[src/rtl/conv1_acc_relu_if.sv]
// Stream bundle between the conv1 multiplier, this accumulator and the pooling stage.
// The master side is the producer/consumer pair around the block; the slave side is the block.
interface conv1_acc_relu_if #(
  parameter int PROD_WIDTH = 20,
  parameter int BIAS_WIDTH = 20,
  parameter int OUT_WIDTH  = 14
);
  logic signed [PROD_WIDTH-1:0] in_data;
  logic                         in_valid;
  logic                         in_last;
  logic                         in_ready;
  logic signed [BIAS_WIDTH-1:0] bias;
  logic signed [OUT_WIDTH-1:0]  out_data;
  logic                         out_valid;
  logic                         out_ready;
  logic                         err_len;

  modport master (
    output in_data, in_valid, in_last, bias, out_ready,
    input  in_ready, out_data, out_valid, err_len
  );

  modport slave (
    input  in_data, in_valid, in_last, bias, out_ready,
    output in_ready, out_data, out_valid, err_len
  );
endinterface

[src/rtl/conv1_acc_relu.sv]
// conv1 window accumulator: sums one kernel window of products, adds bias,
// applies ReLU, rescales by an arithmetic right shift and saturates.
//
// state | meaning
// ------+----------------------------------------------------------
// ACC   | accepting products, accumulating the current window
// FIN   | one cycle: bias add, ReLU, shift, saturate into out_data
// OUT   | result presented, waiting for out_ready
module conv1_acc_relu #(
  parameter int PROD_WIDTH  = 20,
  parameter int KERNEL_SIZE = 25,
  parameter int ACC_WIDTH   = 26,
  parameter int BIAS_WIDTH  = 20,
  parameter int SHIFT       = 5,
  parameter int OUT_WIDTH   = 14
) (
  input logic ap_clk,
  input logic ap_rst_n,
  conv1_acc_relu_if.slave bus
);
  localparam int CNT_WIDTH = (KERNEL_SIZE > 1) ? $clog2(KERNEL_SIZE) : 1;
  localparam logic [CNT_WIDTH-1:0] LAST_CNT = CNT_WIDTH'(KERNEL_SIZE - 1);
  localparam logic signed [ACC_WIDTH-1:0] OUT_MAX = ACC_WIDTH'((2 ** (OUT_WIDTH - 1)) - 1);

  typedef enum logic [1:0] {ST_ACC, ST_FIN, ST_OUT} state_t;

  state_t state, state_nxt;

  logic [CNT_WIDTH-1:0]         count;
  logic signed [ACC_WIDTH-1:0]  acc;
  logic signed [BIAS_WIDTH-1:0] bias_q;
  logic signed [OUT_WIDTH-1:0]  out_data_q;
  logic                         out_valid_q;
  logic                         err_len_q;

  logic                         in_ready_c;
  logic                         accept;
  logic                         win_end;
  logic signed [ACC_WIDTH-1:0]  prod_ext;
  logic signed [ACC_WIDTH-1:0]  sum_s;
  logic signed [ACC_WIDTH-1:0]  shifted;
  logic signed [OUT_WIDTH-1:0]  act;

  assign accept   = bus.in_valid & in_ready_c;
  // A window closes on the KERNEL_SIZE-th beat or early on in_last, whichever comes first.
  assign win_end  = (count == LAST_CNT) | bus.in_last;
  assign prod_ext = {{(ACC_WIDTH-PROD_WIDTH){bus.in_data[PROD_WIDTH-1]}}, bus.in_data};

  // State register.
  always_ff @(posedge ap_clk or negedge ap_rst_n) begin
    if (!ap_rst_n) state <= ST_ACC;
    else           state <= state_nxt;
  end

  // Next-state decode.
  always_comb begin
    state_nxt = state;
    case (state)
      ST_ACC:  if (accept && win_end) state_nxt = ST_FIN;
      ST_FIN:  state_nxt = ST_OUT;
      ST_OUT:  if (bus.out_ready) state_nxt = ST_ACC;
      default: state_nxt = ST_ACC;
    endcase
  end

  // Output decode: inputs are only taken while accumulating.
  always_comb begin
    in_ready_c = 1'b0;
    if (state == ST_ACC) in_ready_c = 1'b1;
  end

  // Bias add, ReLU, rescale and saturate; a non-positive sum is clamped to zero before shifting.
  always_comb begin
    sum_s   = acc + {{(ACC_WIDTH-BIAS_WIDTH){bias_q[BIAS_WIDTH-1]}}, bias_q};
    shifted = sum_s >>> SHIFT;
    act     = '0;
    if (sum_s <= 0)            act = '0;
    else if (shifted > OUT_MAX) act = OUT_MAX[OUT_WIDTH-1:0];
    else                       act = shifted[OUT_WIDTH-1:0];
  end

  // Accumulator, bias capture, result register and sticky length error.
  always_ff @(posedge ap_clk or negedge ap_rst_n) begin
    if (!ap_rst_n) begin
      count       <= '0;
      acc         <= '0;
      bias_q      <= '0;
      out_data_q  <= '0;
      out_valid_q <= 1'b0;
      err_len_q   <= 1'b0;
    end else begin
      case (state)
        ST_ACC: begin
          if (accept) begin
            if (count == '0) begin
              acc    <= prod_ext;
              bias_q <= bus.bias;
            end else begin
              acc <= acc + prod_ext;
            end
            if ((bus.in_last && (count != LAST_CNT)) || (!bus.in_last && (count == LAST_CNT)))
              err_len_q <= 1'b1;
            count <= win_end ? '0 : count + 1'b1;
          end
        end
        ST_FIN: begin
          out_data_q  <= act;
          out_valid_q <= 1'b1;
        end
        ST_OUT: begin
          if (bus.out_ready) out_valid_q <= 1'b0;
        end
        default: ;
      endcase
    end
  end

  assign bus.in_ready  = in_ready_c;
  assign bus.out_data  = out_data_q;
  assign bus.out_valid = out_valid_q;
  assign bus.err_len   = err_len_q;
endmodule

[src/flat_wrapper.sv]
// flat-port wrapper written by rule: the top's interface ports become plain ports
module conv1_acc_relu_flat 
#(
  parameter int PROD_WIDTH  = 20,
  parameter int KERNEL_SIZE = 25,
  parameter int ACC_WIDTH   = 26,
  parameter int BIAS_WIDTH  = 20,
  parameter int SHIFT       = 5,
  parameter int OUT_WIDTH   = 14
)
  (ap_clk, ap_rst_n, bus_in_data, bus_in_valid, bus_in_last, bus_bias, bus_out_ready, bus_in_ready, bus_out_data, bus_out_valid, bus_err_len);
  conv1_acc_relu_if #(.PROD_WIDTH(PROD_WIDTH), .BIAS_WIDTH(BIAS_WIDTH), .OUT_WIDTH(OUT_WIDTH)) bus_i ();
  input logic ap_clk;
  input logic ap_rst_n;
  input wire logic [$bits(bus_i.in_data)-1:0] bus_in_data;
  input wire logic [$bits(bus_i.in_valid)-1:0] bus_in_valid;
  input wire logic [$bits(bus_i.in_last)-1:0] bus_in_last;
  input wire logic [$bits(bus_i.bias)-1:0] bus_bias;
  input wire logic [$bits(bus_i.out_ready)-1:0] bus_out_ready;
  output wire logic [$bits(bus_i.in_ready)-1:0] bus_in_ready;
  output wire logic [$bits(bus_i.out_data)-1:0] bus_out_data;
  output wire logic [$bits(bus_i.out_valid)-1:0] bus_out_valid;
  output wire logic [$bits(bus_i.err_len)-1:0] bus_err_len;
  assign bus_i.in_data = bus_in_data;
  assign bus_i.in_valid = bus_in_valid;
  assign bus_i.in_last = bus_in_last;
  assign bus_i.bias = bus_bias;
  assign bus_i.out_ready = bus_out_ready;
  assign bus_in_ready = bus_i.in_ready;
  assign bus_out_data = bus_i.out_data;
  assign bus_out_valid = bus_i.out_valid;
  assign bus_err_len = bus_i.err_len;
  conv1_acc_relu #(.PROD_WIDTH(PROD_WIDTH), .KERNEL_SIZE(KERNEL_SIZE), .ACC_WIDTH(ACC_WIDTH), .BIAS_WIDTH(BIAS_WIDTH), .SHIFT(SHIFT), .OUT_WIDTH(OUT_WIDTH)) u_core (.ap_clk(ap_clk), .ap_rst_n(ap_rst_n), .bus(bus_i));
endmodule
[config.mk]
export PLATFORM = sky130hd
export DESIGN_NAME = conv1_acc_relu_flat
export DESIGN_NICKNAME = d
export VERILOG_FILES = /design/src/rtl/conv1_acc_relu_if.sv /design/src/rtl/conv1_acc_relu.sv /design/src/flat_wrapper.sv
export SDC_FILE = /design/constraint.sdc
export NUM_CORES = 1
export LEC_CHECK = 0
export ABC_AREA = 1
export BUFFER_PORTS_ARGS = -buffer_cell sky130_fd_sc_hd__buf_2
export CAP_MARGIN = 20
export CORE_UTILIZATION = 40
export DETAILED_ROUTE_END_ITERATION = 10
export SLEW_MARGIN = 20
export SYNTH_ARGS = -nofsm -noshare
export SYNTH_HDL_FRONTEND = slang
export SYNTH_SLANG_ARGS = --single-unit
[constraint.sdc]
create_clock -name ap_clk -period 4.9 [get_ports ap_clk]
set_input_delay 0.245 -clock ap_clk [delete_from_list [all_inputs] [get_ports ap_clk]]
set_output_delay 0.245 -clock ap_clk [all_outputs]
set_load 0.02 [all_outputs]
# After elaboration in Yosys (flattened, before gate mapping)
# Index checks and enable logic that the tools add are counted.
dict set report word_totals {
  out_inout_bits 17
  wordCells 43
  register_bits 69
}
dict set report classes {
  order_cmp 2
  bitwise_logic 2
  eq_ne 6
  reduce_logical 13
  add_sub_neg 3
  n_mux 10
}
# op count
set op_table {}
lappend op_table {{$mux W14} 2}
lappend op_table {{$add A26 B20 Y26} 1}
lappend op_table {{$add A26 B26 Y26} 1}
lappend op_table {{$le A26 B1 Y1 const B} 1}
lappend op_table {{$mux W26} 1}
lappend op_table {{$gt A21 B14 Y1 const B} 1}
lappend op_table {{$pmux W2 S3} 1}
lappend op_table {{$reduce_and A2 Y1} 3}
lappend op_table {{$reduce_and A3 Y1} 2}
lappend op_table {{$add A5 B1 Y5 const B} 1}
lappend op_table {{$eq A5 B5 Y1 const B} 1}
lappend op_table {{$logic_not A5 Y1} 1}
lappend op_table {{$mux W5} 1}
lappend op_table {{$ne A5 B5 Y1 const B} 1}
lappend op_table {{$mux W2} 2}
lappend op_table {{$logic_and A1 B1 Y1} 3}
lappend op_table {{$eq A2 B1 Y1 const B} 1}
lappend op_table {{$eq A2 B2 Y1 const B} 1}
lappend op_table {{$logic_not A2 Y1} 1}
lappend op_table {{$mux W1} 2}
lappend op_table {{$ne A2 B1 Y1 const B} 1}
lappend op_table {{$ne A2 B2 Y1 const B} 1}
lappend op_table {{$pmux W1 S2} 1}
lappend op_table {{$reduce_bool A2 Y1} 1}
lappend op_table {{4 further kinds} 4}

# Longest topological paths before layout
# Gate-level depths: netlist of run 1.
dict set report depth {
  ltp_word 6
  ltp_mapped 20
}

# Worst setup path after synthesis of run 1
# No wires, ideal clock.
dict set report synth_path {
  kind {register to register}
  startpoint {register u_core.acc[0]}
  endpoint {register u_core.out_data_q[0], in the netlist u_core.bus.out_data[0]}
  setup_slack_ps 2570
  stages_incl_launch_ff 18
  t_arrival_ps 2213
  setup_time_ps 117
  period_less_slack_ps 2330
  cell_sequence {dfrtp_1 > ha_1 > inv_1 > fa_1 > nand3b_1 > nand2_1 > nand2_1 > nand2_1 > nand2_1 > nand3_1 > nand2_1 > nor2_1 > nand4_1 > nor2_1 > nand2_2 > buf_6 > nand3_1 > nand2_1}
}
dict set report synth_via {
  elab_chain_cells 4
  elab_cells_between_ends 5
  cone_classes {1 x add/sub; 2 x order compare; 2 x mux}
}
# item line
set synth_lines {}
lappend synth_lines {{start: declaration} conv1_acc_relu.sv:30} ;# logic signed [ACC_WIDTH-1:0] acc;
lappend synth_lines {{start signal: assignment} conv1_acc_relu.sv:96} ;# acc <= prod_ext;
lappend synth_lines {{start signal: assignment} conv1_acc_relu.sv:99} ;# acc <= acc + prod_ext;
lappend synth_lines {{$add A26 B26 Y26 *} conv1_acc_relu.sv:74} ;# sum_s = acc + {{(ACC_WIDTH-BIAS_WIDTH){bias_q[BIAS_WIDTH-1]}}, bias_q};
lappend synth_lines {{$gt A21 B14 Y1} conv1_acc_relu.sv:78} ;# else if (shifted > OUT_MAX) act = OUT_MAX[OUT_WIDTH-1:0];
lappend synth_lines {{$mux W14} conv1_acc_relu.sv:78}
lappend synth_lines {{$mux W14 *} conv1_acc_relu.sv:77} ;# if (sum_s <= 0) act = '0;
lappend synth_lines {{end signal: assignment} conv1_acc_relu.sv:107} ;# out_data_q <= act;
lappend synth_lines {{end: declaration} conv1_acc_relu.sv:32} ;# logic signed [OUT_WIDTH-1:0] out_data_q;
# Mark *: on every way between the ends. The rest lies on a longest branch, timed or not.
# A chain may end at the register's enable or synchronous reset.

# Worst setup path in the final report of run 1
dict set report layout_path {
  startpoint {register u_core.acc[0]}
  endpoint {register u_core.out_data_q[4], in the netlist u_core.bus.out_data[4]}
}
# Same word-level chain as after synthesis.

==> flow_summary.toml, run 1 <==
[clock_network]
cts_setup_buffers = 0
cts_buffers = 9
path_clk_slew_ps = 60
insertion_delay_ps = 350
clock-root-buffer = "clkbuf_16"
cts_sinks = 69
postCtsHoldBufs = 0
cts_tree = "yes"
cts_max_path_buffers = 2
htreeDepth = 3
cts-resized-gates = 0

[floorplan]
die-area_um2 = 16500
die_w_um = 128
core_um2 = 15400
start_util_pct = 41.5
row_count = 45
die-height_um = 128
io_pins = 62

[drt]
route.vias.total = 6174
drt_iter0_drc = 293
drc = 0
antenna_left = 0
vias_per_cell = 4.84
drt_first_pass_iters = 4
wirelength_mm = 16.8
wl_per_cell_um = 13.1

[yosys]
synth-edff-count = 0
avgSynthCellArea_um2 = 6.40
ys_types = 39
netlist_instances = 998
syn_nets = 1098
yosys_warnings = 0
synth-seq-cells = 69
synthFlopType = "dfrtp_1"
netlist_area_um2 = 6380
ys_seq_area_share_pct = 27.0
synth-async-reset-ratio_pct = 100

[power_and_ir_drop]
p_per_area_nw_per_um2 = 795
leakage_nw = 4.04
total_power_mw = 5.75
max-vdd-ir-drop_uv = 275

[cells_and_area]
final_layout_size_suffix_gt1_share_pct = 10.9
final_common_cell = "nand2_1"
final_cells = 1275
nets = 1159
final_cell_mix = "nand2_1, inv_1, nor2_1"
fill_cells = 1671
n_antenna_cell = 0
area_growth_pct = 13.3

[grt]
grt_pass1_wl_mm = 28.0
grt_pass1_vias = 5813
grtUsageTotal_pct = 21.9
grt_antenna_before_repair = 0
grt_max_degree = 70
overflow = 0

[critical_path]
cpMaxStageDelayCell = "fa_1"
r2r_slack_ps = 2130
crit_buf_inv = 2
crit_required_ps = 5130
crit-reg2reg-launch = "u_core.acc[0]$_DFFE_PN0P_"
reg2reg_to = "u_core.bus.out_data[4]$_DFFE_PN0P_"
rr_worst_depth = 18
path_max_fanout = 13
worstPathArrival_ps = 3000
slowest_delay_ps = 420
cp_cell_sequence = "ha_1, inv_1, fa_1, nand3b_1, nand2_1, nand2_1, nand2_1, nand2_1, nand4_1, nand2_1, inv_1, nand2_1, nor2_1, nand2_1, nand2_2, nand2_1, nand3_1, nand2_1"
crit_path_end_kind = "register"
critPathLaunch = "u_core.acc[0]$_DFFE_PN0P_"
critical_path_class = "reg2reg"
cpLargestDelayFamily = "simple AND/OR/NAND/NOR gates"
start_kind = "register"
cp_common_cell = "nand2_1"

[place]
io_buffers = 61
dp_hpwl_mm = 13.5
place_congestion = 0.940
place_inst = 1259

[timing]
clock_skew_ps = 8.67
timing.final.crit_share_pct = 56.6
fmax_ghz = 0.361
relSlewSlack_pct = 39.7
period_needed_ps = 2770
rsz0062_at_grt = "false"
tightest_slew_ps = 904
fin_setup_tns_ps = 0
final_max_slew_viol_count = 0
setup_violations = 0
finalHoldViolCount = 0
hold_slack_ps = 97.0

[status]
outcome = "completed"

[hold_path]
min_path_type = "in2async"

[job]
cap_violations = 0
-- power by group --
group	total, mW	internal (mW)	switching (mW)
combinational	3.96	1.42	2.55
sequential	1.06	0.827	0.237
clock	0.724	0.460	0.264
total	5.75	2.71	3.05
-- cells in the mapped netlist (5+ instances only) --
master,n,area share [%]
clkbuf_1,11,0.65
o211ai_1,5,0.59
o21ai_0,43,3.4
dfrtp_1,69,27
xnor2_1,7,0.96
ha_1,53,10
nand2_1,344,20
a21oi_1,56,4.4
nor3_1,7,0.55
xor2_1,13,1.8
nand3_1,60,4.7
inv_1,158,9.3
nor2_1,87,5.1
mux2_2,19,3.4
nand4_1,16,1.6
nand2_2,5,0.49
-- per-stage QoR --
| stage | util (%) | instance area (um2) | setup WS (ps) |
|---|---|---|---|
| final | 47.1 | 7240 | 2130 |
| after global routing | 47.1 | 7240 | 1800 |
| after CTS | 47.1 | 7240 | 2090 |
| after detailed placement | 45.0 | 6910 | 2110 |
| after global placement | 45.0 | 6910 | 2160 |
| after floorplan | - | 6380 | 2570 |
-- metal layers --
layer	vias to the layer above	part of all wire [%]	track usage (%)
met1	2744	50	29.6
met2	106	45	35.7
met3	15	3.9	3.53
met5	-	0	0
li1	3309	-	-
met4	0	1.4	6.71
-- area by class of cell --
class | instances | area, um2 | area share, %
Tap cell | 211 | 264 | 3.65
Multi-Input combinational cell | 754 | 3980 | 55.0
Clock buffer | 11 | 243 | 3.35
Clock inverter | 5 | 83.8 | 1.16
Sequential cell | 69 | 1730 | 23.9
Inverter | 160 | 601 | 8.30
Timing Repair Buffer | 65 | 335 | 4.63
-- how the worst max path moves through the flow --
stage / end / slack, ps / cells past startpoint
2_1_floorplan: u_core.bus.out_data[0]$_DFFE_PN0P_ / 2570 / 17
5_1_grt: u_core.acc[20]$_DFFE_PN0P_ / 1800 / 12
3_3_place_gp: u_core.bus.out_data[3]$_DFFE_PN0P_ / 2160 / 18
4_1_cts: u_core.bias_q[7]$_DFFE_PN0P_ / 2090 / 9
6_report: u_core.bus.out_data[4]$_DFFE_PN0P_ / 2130 / 18
3_5_place_dp: u_core.bias_q[17]$_DFFE_PN0P_ / 2110 / 9
-- logic make-up after synthesis --
| logic type | share of synthesized area [%] |
|---|---|
| AND/OR/NAND/NOR | 34.9 |
| multiplexers | 3.35 |
| XOR/XNOR | 2.74 |
| adder cells (fa/ha/maj) | 11.0 |
| buffers and inverters | 10.6 |
| flip-flops | 27.0 |
| AO/OA/AOI/OAI | 10.4 |
-- state kept, by name, summed over array words and instances, names as in the netlist --
name                  count
u_core.acc               26
u_core.bias_q            20
u_core.bus.out_data      14
u_core.count              5
u_core.state              2
u_core.bus.err_len        1
u_core.bus.out_valid      1
-- worst reg2reg max path, delay by kind of cell, from the launching register on --
| kind | cells | cell delay, ps |
|---|---|---|
| buffers and inverters | 2 | 130 |
| adders and majority gates | 2 | 680 |
| DFF | 1 | 390 |
| and+or+nand+nor | 14 | 1470 |
No activity file was read; power rests on OpenSTA's default activity.
==> inputs of run 2 (changes only) <==
Settings changed: ABC_AREA 1 to 0.
Clock period 4.9 ns to 2.7 ns, I/O delays scaled along.
==> run 2 against run 1 <==
Effect of this change:
- the run now ends with setup timing left
- worst setup slack got worse by 2300 ps
- sequential power rose by 83%
- first-iteration DRC count fell by 19%
- clock power rose by 66%
- die area fell by 15%
- sequential share of layout area rose by 0.12 points
- via count fell by 19%
- utilization rose by 7.5 points
- synthesized area fell by 16%
- global-route usage fell by 0.086 points
- combinational power rose by 100%
- critical endpoint is now u_core.bus.out_data[0]$_DFFE_PN0P_
==> flow_summary.toml, run 2 <==
[status]
outcome = "finished, violations left"
violations = "setup timing"

[clock_network]
path_clk_slew_ps = 60
htreeDepth = 3
insertion_delay_ps = 340
cts_buffers = 9
cts_tree = "yes"
cts_sinks = 69
cts_max_path_buffers = 2
clock-root-buffer = "clkbuf_16"

[critical_path]
start_kind = "register"
cpLargestDelayFamily = "compound AO/OA/AOI/OAI gates"
slowest_delay_ps = 430
crit_required_ps = 2890
critical_path_class = "reg2reg"
cp_cell_sequence = "ha_4, o211ai_1, o21ai_2, nand4_1, o211ai_2, a31oi_4, o2111a_1, a211oi_2, nand4_1, buf_6, o21ai_2, o21ai_1"
worstPathArrival_ps = 3060
crit_buf_inv = 1
crit_path_end_kind = "register"
cpMaxStageDelayCell = "dfrtp_1"
path_max_fanout = 7

[timing]
fmax_ghz = 0.348
tightest_slew_ps = 820
timing.final.crit_share_pct = 106
finalHoldViolCount = 0
relSlewSlack_pct = 45.3
setup_violations = 18
rsz0062_at_grt = "true"
worst_slack_ps = -172
clock_skew_ps = 10.0
final_max_slew_viol_count = 0
period_needed_ps = 2870
fin_setup_tns_ps = -2120

[grt]
grt_pass1_wl_mm = 24.2
grt_pass1_vias = 5084
grtUsageTotal_pct = 21.8
grt_max_degree = 36
grt_antenna_before_repair = 0
overflow = 0

[job]
cap_violations = 0

[yosys]
synth-edff-count = 0
ys_top_cells_by_count = "nand2_1, dfrtp_1, ha_1"
synthMuxAreaShare_pct = 5.14
synthXorXnorAreaFrac_pct = 5.83
netlist_area_um2 = 5380
synthFlopType = "dfrtp_1"
yosys_warnings = 0
ys_seq_area_share_pct = 32.1
synth-compound-area-share_pct = 24.8
synth-seq-cells = 69
syn_nets = 706
synth_area_leader_cell = "dfrtp_1"
synth_top_family_by_area = "compound AO/OA/AOI/OAI gates"
ys_types = 64
synthAdderAreaFrac_pct = 13.1
synth-async-reset-ratio_pct = 100
synth.area.top_cells = "dfrtp_1, ha_1, nand2_1"
yosysTopAreaCellShare_pct = 32.1
synthSimpleGateAreaFrac_pct = 16.3
yosysMostFrequentCell = "nand2_1"
netlist_instances = 606
avgSynthCellArea_um2 = 8.88

[drt]
drt_first_pass_iters = 4
wl_per_cell_um = 15.5
wirelength_mm = 14.4
drt_iter0_drc = 237
vias_per_cell = 5.38
antenna_left = 0
route.vias.total = 4991
drc = 0

[cells_and_area]
n_antenna_cell = 0
multiInputGateArea_um2 = 3890
fill_cells = 1204
final_common_cell = "buf_4"
area_growth_pct = 33.8
largest_register = "u_core.acc"
largest_reg_flops = 26
final_layout_size_suffix_gt1_share_pct = 35.6
fin_area_um2 = 7200
nets = 847
final_cell_mix = "buf_4, nand2_1, dfrtp_1"
final_cells = 928
seq_area_um2 = 1730

[power_and_ir_drop]
p_per_area_nw_per_um2 = 1560
internal_power_mw = 6.16
seq_power_share_pct = 17.3
p_comb_share_pct = 72.0
swShare_pct = 45.0
max-vdd-ir-drop_uv = 541
pwr-share-clk_pct = 10.7
switchingPower_mw = 5.04
leakage_nw = 3.38

[place]
place_congestion = 0.953
placed_area_um2 = 6380
place_inst = 895
dp_hpwl_mm = 10.8
io_buffers = 61

[floorplan]
start_util_pct = 40.8
die-height_um = 118
io_pins = 62
row_count = 42
die_w_um = 118
die-area_um2 = 13900
core_um2 = 13200

[hold_path]
min_path_type = "in2reg"
run 2: cell count changes in the layout (fill, tap and decap cells not counted), moves of 12 or more:
cell     previous run  this run
a21oi_1            56        37
nand3_1            60         8
nand2_1           344        74
inv_1             158        10
nor2_1             87        34
buf_4               4        86
nand4_1            16         4
o21ai_1             0        20
a21o_1              2        30
a31oi_1             1        13
o21ai_0            43        26
o21ai_2             0        16
run 2: cells by family after synthesis:
family                     count (synthesis)
muxes                                     25
DFF                                       69
AOI/OAI and AO/OA                        203
and+or+nand+nor                          184
adders and majority gates                 55
buffers and inverters                     35
xor gates and xnor gates                  35
run 2: cell type report:
type / count / area share (%)
Multi-Input combinational cell: 502 / 54.0
Sequential cell: 69 / 24.0
Tap cell: 176 / 3.06
Inverter: 13 / 0.678
Clock inverter: 6 / 0.869
Clock buffer: 10 / 3.32
Timing Repair Buffer: 152 / 14.1
run 2: power by group through the flow:
stage / sequential, mW / combinational (mW) / clock [mW]
after floorplan: 1.89 / 4.83 / 0
after global placement: 1.91 / 6.96 / 0
after detailed placement: 1.92 / 7.08 / 0
after CTS: 1.91 / 7.69 / 1.23
after global routing: 2.00 / 8.88 / 1.27
final: 1.94 / 8.06 / 1.20
run 2: path summary, 6_finish.rpt:
path	startpoint	end	slack, ps	depth (start not counted)
max in group asynchronous	ap_rst_n	u_core.acc[20]$_DFFE_PN0P_	1630	3
worst min-delay path	bus_bias[3]	u_core.bias_q[3]$_DFFE_PN0P_	20	2
worst min register to register	u_core.bus.err_len$_DFFE_PN0P_	u_core.bus.err_len$_DFFE_PN0P_	450	1
min in group asynchronous	ap_rst_n	u_core.bus.out_data[13]$_DFFE_PN0P_	320	2
worst max register to register	u_core.bias_q[3]$_DFFE_PN0P_	u_core.bus.out_data[0]$_DFFE_PN0P_	-170	12
worst max-delay path	u_core.bias_q[3]$_DFFE_PN0P_	u_core.bus.out_data[0]$_DFFE_PN0P_	-170	12
run 2: metal layers:
layer | vias up | track usage [%] | wire [um]
met1 | 2369 | 27.6 | 6690
met5 | - | 0 | 0
li1 | 2498 | - | -
met4 | 0 | 8.25 | 221
met3 | 22 | 4.94 | 594
met2 | 102 | 35.9 | 6900
run 2: worst reg2reg max path, cell delays in order (launching register included):
cell,delay [ps]
dfrtp_1,430
ha_4,290
o211ai_1,100
o21ai_2,220
nand4_1,230
o211ai_2,290
a31oi_4,130
o2111a_1,260
a211oi_2,190
nand4_1,210
buf_6,210
o21ai_2,120
o21ai_1,60
run 2: what timing repair did:
action / CTS / global route
buffers inserted: 11 / 4
endpoints found under the hold margin: 23 / 0
gates resized for setup: 48 / 31
cloned: 1 / 0
endpoints found under the setup margin: 22 / 27
hold buffers: 1 / 0
pin swaps: 39 / 28
run 2: metrics by stage:
| step | hold slack (ps) | setup slack (ps) | power, mW | util [%] |
|---|---|---|---|---|
| 6_report | 22.5 | -172 | 11.2 | 54.6 |
| 5_1_grt | 13.7 | -324 | 12.1 | 54.6 |
| 4_1_cts | 10.4 | -168 | 10.8 | 53.1 |
| 3_5_place_dp | 163 | -295 | 9.01 | 48.4 |
| 3_3_place_gp | 169 | -214 | 8.87 | 48.4 |
| 2_1_floorplan | -161 | 24.4 | 6.72 | - |
